<file path="src/rtl/signal_pkg.sv">
// Shared phase, light and flow encodings for the multi-approach signal controller.
package signal_pkg;

    typedef enum logic [1:0] {
        PH_GREEN  = 2'b00,
        PH_YELLOW = 2'b01,
        PH_ALLRED = 2'b10,
        PH_PED    = 2'b11
    } phase_e;

    localparam logic [1:0] LIGHT_RED    = 2'b00;
    localparam logic [1:0] LIGHT_YELLOW = 2'b01;
    localparam logic [1:0] LIGHT_GREEN  = 2'b10;

    localparam logic [1:0] FLOW_NORMAL = 2'b00;
    localparam logic [1:0] FLOW_LOW    = 2'b01;
    localparam logic [1:0] FLOW_HIGH   = 2'b10;

    function automatic int max2(input int a, input int b);
        return (a > b) ? a : b;
    endfunction

endpackage

</file>
<file path="src/rtl/signal_tick_gen.sv">
// Timing-tick prescaler: one registered tick every TICK_DIV clocks, restartable by clr.
module signal_tick_gen #(
    parameter int TICK_DIV = 100_000_000
) (
    input  logic clk,
    input  logic rst_n,
    input  logic clr,
    output logic tick
);

    localparam int CW = $clog2(TICK_DIV);
    localparam logic [CW-1:0] LAST = CW'(TICK_DIV - 1);

    logic [CW-1:0] cnt_r;
    logic [CW-1:0] cnt_nxt_s;
    logic          tick_r;

    // next prescaler count: restart on clear or after the last count
    always_comb begin
        cnt_nxt_s = cnt_r;
        if (clr || (cnt_r == LAST)) begin
            cnt_nxt_s = {CW{1'b0}};
        end else begin
            cnt_nxt_s = cnt_r + CW'(1);
        end
    end

    // count register; tick is registered alongside so it tracks count == LAST
    always_ff @(posedge clk or negedge rst_n) begin
        if (!rst_n) begin
            cnt_r  <= {CW{1'b0}};
            tick_r <= 1'b0;
        end else begin
            cnt_r  <= cnt_nxt_s;
            tick_r <= (cnt_nxt_s == LAST);
        end
    end

    assign tick = tick_r;

endmodule

</file>
<file path="src/rtl/signal_cu_multi.sv">
// Round-robin intersection controller: green/yellow/all-red per approach with a
// latched pedestrian phase, flow-dependent green time and renderer valid pulses.
module signal_cu_multi
    import signal_pkg::*;
#(
    parameter int NUM_DIR      = 4,
    parameter int TICK_DIV     = 100_000_000,
    parameter int GREEN_NORMAL = 5,
    parameter int GREEN_LOW    = 3,
    parameter int GREEN_HIGH   = 8,
    parameter int YELLOW_T     = 2,
    parameter int ALLRED_T     = 1,
    parameter int PED_T        = 4
) (
    input  logic                       clk,
    input  logic                       reset,
    input  logic [1:0]                 traffic_sel,
    input  logic [NUM_DIR-1:0]         ped_req,
    output logic [$clog2(NUM_DIR)-1:0] o_dir,
    output logic [1:0]                 o_tr_state,
    output logic [2*NUM_DIR-1:0]       o_tr_light,
    output logic                       o_walk,
    output logic                       ped_ack,
    output logic                       tr_valid,
    output logic                       light_valid
);

    localparam int DW      = $clog2(NUM_DIR);
    localparam int LW      = 2 * NUM_DIR;
    localparam int MAX_DUR = max2(max2(max2(GREEN_NORMAL, GREEN_LOW), max2(GREEN_HIGH, YELLOW_T)),
                                  max2(ALLRED_T, PED_T));
    localparam int TW      = $clog2(MAX_DUR + 1);

    phase_e          state_r;
    phase_e          state_nxt_s;
    logic [DW-1:0]   dir_r;
    logic [DW-1:0]   dir_nxt_s;
    logic [DW-1:0]   dir_inc_s;
    logic [TW-1:0]   timer_r;
    logic [TW-1:0]   dur_s;
    logic [TW-1:0]   green_dur_r;
    logic [TW-1:0]   green_sel_s;
    logic            tick_s;
    logic            phase_done_s;
    logic            ped_exit_s;
    logic            first_r;
    logic            boot_r;
    logic [NUM_DIR-1:0] pend_r;
    logic [NUM_DIR-1:0] pend_nxt_s;
    logic [NUM_DIR-1:0] ped_hold_r;
    logic [NUM_DIR-1:0] ped_hold_nxt_s;
    logic [LW-1:0]   light_r;
    logic [LW-1:0]   light_nxt_s;
    logic            walk_r;
    logic            ack_r;
    logic            tr_valid_r;
    logic            light_valid_r;

    function automatic logic [LW-1:0] light_vec(input phase_e ph, input logic [DW-1:0] d);
        logic [LW-1:0] v;
        v = {LW{1'b0}};
        for (int i = 0; i < NUM_DIR; i++) begin
            if (DW'(i) == d) begin
                case (ph)
                    PH_GREEN:  v[2*i +: 2] = LIGHT_GREEN;
                    PH_YELLOW: v[2*i +: 2] = LIGHT_YELLOW;
                    default:   v[2*i +: 2] = LIGHT_RED;
                endcase
            end
        end
        return v;
    endfunction

    signal_tick_gen #(
        .TICK_DIV (TICK_DIV)
    ) u_tick_gen (
        .clk   (clk),
        .rst_n (reset),
        .clr   (phase_done_s),
        .tick  (tick_s)
    );

    // green length candidate and current phase length
    always_comb begin
        green_sel_s = TW'(GREEN_NORMAL);
        dur_s       = TW'(ALLRED_T);
        case (traffic_sel)
            FLOW_LOW:  green_sel_s = TW'(GREEN_LOW);
            FLOW_HIGH: green_sel_s = TW'(GREEN_HIGH);
            default:   green_sel_s = TW'(GREEN_NORMAL);
        endcase
        case (state_r)
            PH_GREEN:  dur_s = green_dur_r;
            PH_YELLOW: dur_s = TW'(YELLOW_T);
            PH_ALLRED: dur_s = TW'(ALLRED_T);
            PH_PED:    dur_s = TW'(PED_T);
            default:   dur_s = TW'(ALLRED_T);
        endcase
    end

    assign phase_done_s = tick_s && (timer_r == (dur_s - TW'(1)));
    assign ped_exit_s   = phase_done_s && (state_r == PH_PED);
    assign dir_inc_s    = (dir_r == DW'(NUM_DIR - 1)) ? {DW{1'b0}} : (dir_r + DW'(1));

    // phase sequencing; the first green after reset keeps approach 0
    always_comb begin
        state_nxt_s = state_r;
        dir_nxt_s   = dir_r;
        if (phase_done_s) begin
            case (state_r)
                PH_GREEN:  state_nxt_s = PH_YELLOW;
                PH_YELLOW: state_nxt_s = PH_ALLRED;
                PH_ALLRED: begin
                    if (|pend_r) begin
                        state_nxt_s = PH_PED;
                    end else begin
                        state_nxt_s = PH_GREEN;
                        dir_nxt_s   = first_r ? dir_r : dir_inc_s;
                    end
                end
                PH_PED: begin
                    state_nxt_s = PH_GREEN;
                    dir_nxt_s   = first_r ? dir_r : dir_inc_s;
                end
                default:   state_nxt_s = PH_ALLRED;
            endcase
        end else begin
            state_nxt_s = state_r;
        end
    end

    // pending requests: cleared on walk exit except requests that arrived during the walk
    always_comb begin
        pend_nxt_s     = pend_r | ped_req;
        ped_hold_nxt_s = {NUM_DIR{1'b0}};
        if (ped_exit_s) begin
            pend_nxt_s = ped_hold_r | ped_req;
        end else begin
            pend_nxt_s = pend_r | ped_req;
        end
        if ((state_r == PH_PED) && !ped_exit_s) begin
            ped_hold_nxt_s = ped_hold_r | ped_req;
        end else begin
            ped_hold_nxt_s = {NUM_DIR{1'b0}};
        end
        light_nxt_s = light_vec(state_nxt_s, dir_nxt_s);
    end

    // FSM state, phase timer, latched green length and request registers
    always_ff @(posedge clk or negedge reset) begin
        if (!reset) begin
            state_r     <= PH_ALLRED;
            dir_r       <= {DW{1'b0}};
            timer_r     <= {TW{1'b0}};
            green_dur_r <= TW'(GREEN_NORMAL);
            first_r     <= 1'b1;
            pend_r      <= {NUM_DIR{1'b0}};
            ped_hold_r  <= {NUM_DIR{1'b0}};
        end else begin
            state_r    <= state_nxt_s;
            dir_r      <= dir_nxt_s;
            pend_r     <= pend_nxt_s;
            ped_hold_r <= ped_hold_nxt_s;
            if (phase_done_s) begin
                timer_r <= {TW{1'b0}};
            end else if (tick_s) begin
                timer_r <= timer_r + TW'(1);
            end
            if (phase_done_s && (state_nxt_s == PH_GREEN)) begin
                green_dur_r <= green_sel_s;
                first_r     <= 1'b0;
            end
        end
    end

    // output registers; boot_r produces the tr_valid pulse for the post-reset ALLRED
    always_ff @(posedge clk or negedge reset) begin
        if (!reset) begin
            boot_r        <= 1'b1;
            light_r       <= {LW{1'b0}};
            walk_r        <= 1'b0;
            ack_r         <= 1'b0;
            tr_valid_r    <= 1'b0;
            light_valid_r <= 1'b0;
        end else begin
            boot_r        <= 1'b0;
            light_r       <= light_nxt_s;
            walk_r        <= (state_nxt_s == PH_PED);
            ack_r         <= ped_exit_s;
            tr_valid_r    <= phase_done_s | boot_r;
            light_valid_r <= (light_nxt_s != light_r);
        end
    end

    assign o_dir       = dir_r;
    assign o_tr_state  = state_r;
    assign o_tr_light  = light_r;
    assign o_walk      = walk_r;
    assign ped_ack     = ack_r;
    assign tr_valid    = tr_valid_r;
    assign light_valid = light_valid_r;

endmodule

</file>
<file path="config.mk">
export PLATFORM = sky130hd
export DESIGN_NAME = signal_cu_multi
export DESIGN_NICKNAME = d
export VERILOG_FILES = /design/src/rtl/signal_pkg.sv /design/src/rtl/signal_tick_gen.sv /design/src/rtl/signal_cu_multi.sv
export SDC_FILE = /design/constraint.sdc
export NUM_CORES = 1
export LEC_CHECK = 0
export CORE_MARGIN = 4
export CORE_UTILIZATION = 45
export CTS_BUF_LIST = sky130_fd_sc_hd__clkbuf_4 sky130_fd_sc_hd__clkbuf_8
export CTS_CLUSTER_SIZE = 10
export DETAILED_ROUTE_END_ITERATION = 12
export PLACE_DENSITY_LB_ADDON = 0.3
export SLEW_MARGIN = 5
export SYNTH_ARGS = -nofsm -noshare
export SYNTH_HDL_FRONTEND = slang
export SYNTH_HIERARCHICAL = 1
export SYNTH_SLANG_ARGS = --single-unit
</file>
<file path="constraint.sdc">
create_clock -name clk -period 2.95 [get_ports clk]
set_input_delay 0.59 -clock clk [delete_from_list [all_inputs] [get_ports clk]]
set_output_delay 0.59 -clock clk [all_outputs]
set_load 0.02 [all_outputs]
</file>
**After elaboration in Yosys (flattened, before gate mapping)**

Index checks and enable logic that the tools add are counted.

- Register bits: 62
- Logic and storage cells: 68

- $add $sub $neg: 4
- Reduce and logical (&&, ||, !) cells: 11
- Muxes and demuxes: 20
- Equality and inequality tests: 15
- Bitwise operators: 3

Operators by type and width:

| operator | count |
|---|---|
| 27-bit equality test (second input constant) | 2 |
| 27-bit by 1-bit adder with 27-bit output (second input constant) | 1 |
| 27-bit 2-to-1 mux | 1 |
| 2-bit 2-to-1 mux | 10 |
| 4-bit 2-to-1 mux | 4 |
| 4-bit one-hot mux with 4 select lines | 1 |
| 2-bit equality test (second input constant) | 5 |
| 8-bit != test | 1 |
| 4-bit bitwise OR | 2 |
| 2-bit one-hot mux with 2 select lines | 2 |
| 2-bit one-hot mux with 4 select lines | 1 |
| 4-bit one-hot mux with 2 select lines | 1 |
| 2-bit by 1-bit equality test with 1-bit output (second input constant) | 3 |
| 2-bit logical NOT | 3 |
| 4-bit by 1-bit adder with 4-bit output (second input constant) | 1 |
| 2-bit equality test (first input constant) | 2 |
| 4-bit equality test | 1 |
| 1-bit logical AND | 4 |
| 4-bit OR reduction | 1 |
| 4-bit by 1-bit subtractor with 4-bit output (second input constant) | 1 |
| 2-bit by 1-bit adder with 2-bit output (second input constant) | 1 |
| 1-bit by 2-bit equality test with 1-bit output (first input constant) | 1 |
| 2-bit nonzero test | 1 |
| 1-bit logical NOT | 1 |
| 2 further kinds | 2 |

**Longest topological paths before layout**

- Depth in word-level cells: 10
- Mapped depth: 12
- Depth with buffers taken out: 9

**Cells and area by module**

The synthesis kept the hierarchy.

By module, submodules not included:

| module | times used | cells each | sequential area each (um2) | area each (um2) |
|---|---|---|---|---|
| signal_cu_multi | 1 | 199 | 857.1 | 1,916.8 |
| signal_tick_gen | 1 | 162 | 700.7 | 1,521.5 |

**Worst setup path before layout**

OpenSTA, ideal clock, no wires.

- Path type: reg2reg
- From: reg green_dur_r[2]
- To: reg u_tick_gen.cnt_r[13]
- Cell stages (with the launch flop): 12
- Buffers on the path: 4
- Arrival time: 2.899 ns
- Required time: 2.818 ns
- Path slack: -0.081 ns
- Clock period less this slack: 3.031 ns
- Setup time: 0.132 ns
- Cell sequence: dfstp_2 clkbuf_1 nor4bb_1 a21oi_1 a211o_1 and2_1 a211oi_1 clkbuf_1 a31o_2 clkbuf_1 clkbuf_1 nor2_1

- Word-level cells in the longest chain between the ends: 6

RTL lines:

| item | line | source |
|---|---|---|
| from (decl) | signal_cu_multi.sv:41 | `logic [TW-1:0] green_dur_r;` |
| from (signal assigned) | signal_cu_multi.sv:155 | `green_dur_r <= TW'(GREEN_NORMAL);` |
| from (signal assigned) | signal_cu_multi.sv:170 | `green_dur_r <= green_sel_s;` |
| 4-bit one-hot mux with 4 select lines | signal_cu_multi.sv:92 | `case (state_r)` |
| 4-bit by 1-bit subtractor with 4-bit output | signal_cu_multi.sv:101 | `assign phase_done_s = tick_s && (timer_r == (dur_s - TW'(1)));` |
| 4-bit equality test | signal_cu_multi.sv:101 |  |
| 1-bit logical AND | signal_cu_multi.sv:101 |  |
| net phase_done_s | signal_cu_multi.sv:44 | `logic phase_done_s;` |
| 1-bit logical OR | signal_tick_gen.sv:21 | `if (clr \|\| (cnt_r == LAST)) begin` |
| 27-bit 2-to-1 mux | signal_tick_gen.sv:21 |  |
| net u_tick_gen.cnt_nxt_s[13] | signal_tick_gen.sv:15 | `logic [CW-1:0] cnt_nxt_s;` |
| to (signal assigned) | signal_tick_gen.sv:31 | `cnt_r <= {CW{1'b0}};` |
| to (signal assigned) | signal_tick_gen.sv:34 | `cnt_r <= cnt_nxt_s;` |
| to (decl) | signal_tick_gen.sv:14 | `logic [CW-1:0] cnt_r;` |

The timed path passes the listed nets, and every way through them passes these cells.
A chain may end at the register's enable or synchronous reset.

**Worst setup path after layout**

- From: reg timer_r[2]
- To: reg light_valid_r, in the netlist light_valid

- Word-level cells in the longest chain between the ends: 7

RTL lines:

| item | line | source |
|---|---|---|
| from (decl) | signal_cu_multi.sv:39 | `logic [TW-1:0] timer_r;` |
| from (signal assigned) | signal_cu_multi.sv:154 | `timer_r <= {TW{1'b0}};` |
| from (signal assigned) | signal_cu_multi.sv:165 | `timer_r <= {TW{1'b0}};` |
| from (signal assigned) | signal_cu_multi.sv:167 | `timer_r <= timer_r + TW'(1);` |
| 4-bit equality test * | signal_cu_multi.sv:101 |  |
| 1-bit logical AND * | signal_cu_multi.sv:101 |  |
| 2-bit 2-to-1 mux | signal_cu_multi.sv:109 | `if (phase_done_s) begin` |
| 2-bit by 1-bit equality test with 1-bit output or 2-bit logical NOT (tied branches) | signal_cu_multi.sv:64 | `case (ph)` |
| 2-bit one-hot mux with 2 select lines | signal_cu_multi.sv:64 |  |
| 2-bit 2-to-1 mux | signal_cu_multi.sv:63 | `if (DW'(i) == d) begin` |
| 8-bit != test * | signal_cu_multi.sv:191 | `light_valid_r <= (light_nxt_s != light_r);` |
| to (signal assigned) | signal_cu_multi.sv:191 |  |
| to (decl) | signal_cu_multi.sv:57 | `logic light_valid_r;` |

Every way passes the cells marked *; elsewhere a longest branch is shown, timed or not.

==> impl_metrics.csv <==
group,metric,value,unit
placement,placed_cell_area,0.00388,mm²
global_routing,grt_pass1_vias,2680,
yosys,synth-edff-count,0,
sta,finalHoldViolCount,0,
global_routing,grt_usage,18.3,%
floorplanning,die-area,0.00910,mm²
clock_tree,clk_latency,0.35,ns
final_layout,nets,413,
drt,drt-initial-drc-count,129,
global_routing,grt_pass1_wl,12800,µm
sta,tns,0,ns
drt,wire_per_inst,15.0,µm
drt,avgViaCountPerCell,5.56,
final_layout,drive_gt1_share,16.8,%
power_and_ir_drop,seq_power_share,51.0,%
critical_path,critPathLaunchType,"flip-flop",
critical_path,crit_arrival,3.16,ns
clock_tree,htreeDepth,3,
critical_path,path_class,"reg2reg",
run_status,status,"completed",
yosys,async_flop_share,100,%
drt,num_vias,2803,
yosys,synth-seq-cells,62,
critical_path,reg2reg_from,"timer_r[2]",
power_and_ir_drop,leakagePower,1.75,nW
final_layout,antenna_cells,0,
floorplanning,die_h,95.4,µm
sta,slew_headroom,49.7,%
placement,detailed_place_hpwl,5360,µm
sta,period_share,99.9,%
placement,pre_cts_slack,0.0814,ns
clock_tree,cts_sinks,62,
power_and_ir_drop,sw_frac_of_total,23.3,%
yosys,syn-cell-area,0.00344,mm²
power_and_ir_drop,combPwrFrac,3.4,%
power_and_ir_drop,power.switching,0.000394,W
run,drv_cap,0,
critical_path,crit_slowest_cell,"or4b_2",
yosys,synth_commonest_cells,"57 x dfrtp_1, 49 x nor2_1, 18 x nand2_1, 18 x xnor2_1, 16 x nand3_1",
placement,gp_congestion,0.873,
critical_path,critical_path_required,3.16,ns
power_and_ir_drop,intPower,0.00130,W
final_layout,stdcell_area,0.00411,mm²
yosys,synthCells,361,
critical_path,crit_path_max_incr_delay,0.62,ns
floorplanning,die_w,95.4,µm
yosys,ys_top_cells_by_area,"dfrtp_1 41%, nor2_1 5.3%, xnor2_1 4.6%",
hold_path,hold_class,"in2async",
sta,setup_ws,0.00370,ns
yosys,avgSynthCellArea,9.52,µm²
sta,skew,0.0126,ns
yosys,yosys.area.top_type_share,41.5,%
critical_path,crit_fanout,8,
global_routing,grt_max_degree,36,
yosys,yosysMostFrequentCell,"dfrtp_1",
power_and_ir_drop,vdd_drop_max,0.000280,V
critical_path,r2r_cells,8,
final_layout,n_fill_cell,658,
sta,period_needed,2.95,ns
sta,finalMaxSlewViolations,0,
drt,drc,0,
clock_tree,clk_pin_slew_worst_paths,0.08,ns
critical_path,crit_cells,8,
critical_path,crit_chain,"or4_1 -> o32a_4 -> or3_4 -> nor2_8 -> mux2i_1 -> or4b_2 -> o311ai_0 -> nand4_1",
power_and_ir_drop,power,0.00169,W
floorplanning,core,0.00733,mm²
global_routing,overflow,0,
final_layout,area_growth,19.6,%
critical_path,critical_path.startpoint,"timer_r[2]",
global_routing,antenna_found_initial,0,
yosys,ys.flop_type,"dfrtp_1",
sta,worstMarginPinSlew,0.754,ns
yosys,synth.distinct_cells,66,
yosys,ys_seq_area_share,45.3,%
final_layout,final_core_util,56.1,%
floorplanning,ios,24,
floorplanning,fp-row-count,31,
clock_tree,cts_tree,"yes",
placement,io_buffers,23,
drt,finalWirelength,7550,µm
floorplanning,start_util,46.9,%
power_and_ir_drop,power_per_cell_area,411,mW/mm²
sta,clock.fmax,339,MHz
clock_tree,clockBufferDepth,2,
drt,firstDrtPassIters,4,
yosys,yosysWarnings,6,
sta,setup_viol,0,
yosys,yosysTopAreaCell,"dfrtp_1",
clock_tree,holdBufCountCts,0,
drt,antenna_left,0,
clock_tree,clockRootBuffer,"clkbuf_8",
sta,rsz0062_at_grt,"true",
critical_path,crit_family,"simple AND/OR/NAND/NOR gates",
yosys,syn-num-nets,374,
clock_tree,cts_buffers,9,
power_and_ir_drop,p_clk_share,45.6,%
critical_path,worst-path-buf-inv,0,
critical_path,worstSetupEndpointType,"flip-flop",
## layout make-up
cell class              count  area [µm²]  area share [%]
clock buffers              10         138            3.35
inverters                  14        52.6            1.28
flip-flops and latches     62        1560            37.9
clock inverters             6        70.1            1.70
multi-input cells         268        1780            43.3
well taps                  99         124            3.01
repair buffers             45         390            9.49
## cell usage in the layout (no fill, tap or decap), types with 4 or more instances in the layout
cell type	n
a211o_1	5
a21oi_1	6
and2_1	4
and3_1	11
buf_4	22
clkbuf_8	10
clkdlybuf4s50_1	22
dfrtp_1	56
dfstp_2	5
ha_1	5
inv_1	14
mux2_2	4
mux2i_1	4
nand2_1	18
nand2b_1	6
nand3_1	16
nand4_1	9
nor2_1	49
nor2b_1	9
nor3_1	7
nor4_1	8
o21a_1	4
o21ai_0	11
or3_1	4
or4b_2	4
xnor2_1	18
xor2_1	11
## state kept, by name, summed over array words and instances (netlist names)
signal            cells
green_dur_r           4
timer_r               4
o_tr_state            2
ped_ack               1
pend_r                4
o_dir                 2
boot_r                1
o_tr_light            8
u_tick_gen/tick       1
o_walk                1
tr_valid              1
u_tick_gen/cnt_r     27
first_r               1
light_valid           1
ped_hold_r            4
## timing repair
item                                    CTS  global route
endpoints found under the setup margin    0             6
gates resized for setup                   0             5
buffers inserted                          0             1
## routing by layer
metal | up-vias | part of all wire (%) | GRT usage [%]
met5 | - | 0 | 0
met4 | 0 | 1.4 | 7.46
met3 | 12 | 3.5 | 4.26
met2 | 57 | 50 | 29.5
met1 | 1369 | 45 | 23.7
li1 | 1365 | - | -
## cell families (layout without fill, tap and decap cells)
family                   count (synthesis)  in the layout  share of synthesized area, %
buffers and inverters                   31             75                          3.53
multiplexers                             8              8                          2.47
adder cells (fa/ha/maj)                  5              5                          1.82
XOR/XNOR                                29             29                          7.39
AND/OR/NAND/NOR                        168            168                          27.3
AO/OA/AOI/OAI                           57             57                          12.1
other                                    1              1                         0.109
flip-flops                              62             62                          45.3
## final timing paths
| path | slack [ns] | to |
|---|---|---|
| min in group clk | 0.48 | ped_hold_r[2] |
| worst min-delay path | 0.30 | green_dur_r[1] |
| worst min register to register | 0.48 | ped_hold_r[2] |
| worst max register to register | 0.004 | light_valid |
| worst max-delay path | 0.004 | light_valid |
| max in group asynchronous | 1.85 | boot_r |
## metrics by stage
step                      hold WS, ns  instances
after CTS                       0.329        503
after global placement          0.463        487
after global routing            0.356        504
after detailed placement        0.467        487
final                           0.297        504
after floorplan                 0.294        361
## power by group through the flow
stage / sequential (W) / combinational, W / clock [W]
6_report: 0.000862 / 0.0000574 / 0.000772
5_1_grt: 0.000862 / 0.0000650 / 0.000834
4_1_cts: 0.000861 / 0.0000569 / 0.000796
3_5_place_dp: 0.000877 / 0.0000565 / 0
3_3_place_gp: 0.000877 / 0.0000555 / 0
2_1_floorplan: 0.000874 / 0.0000232 / 0
Note: power is estimated with default switching activity, not from simulation.
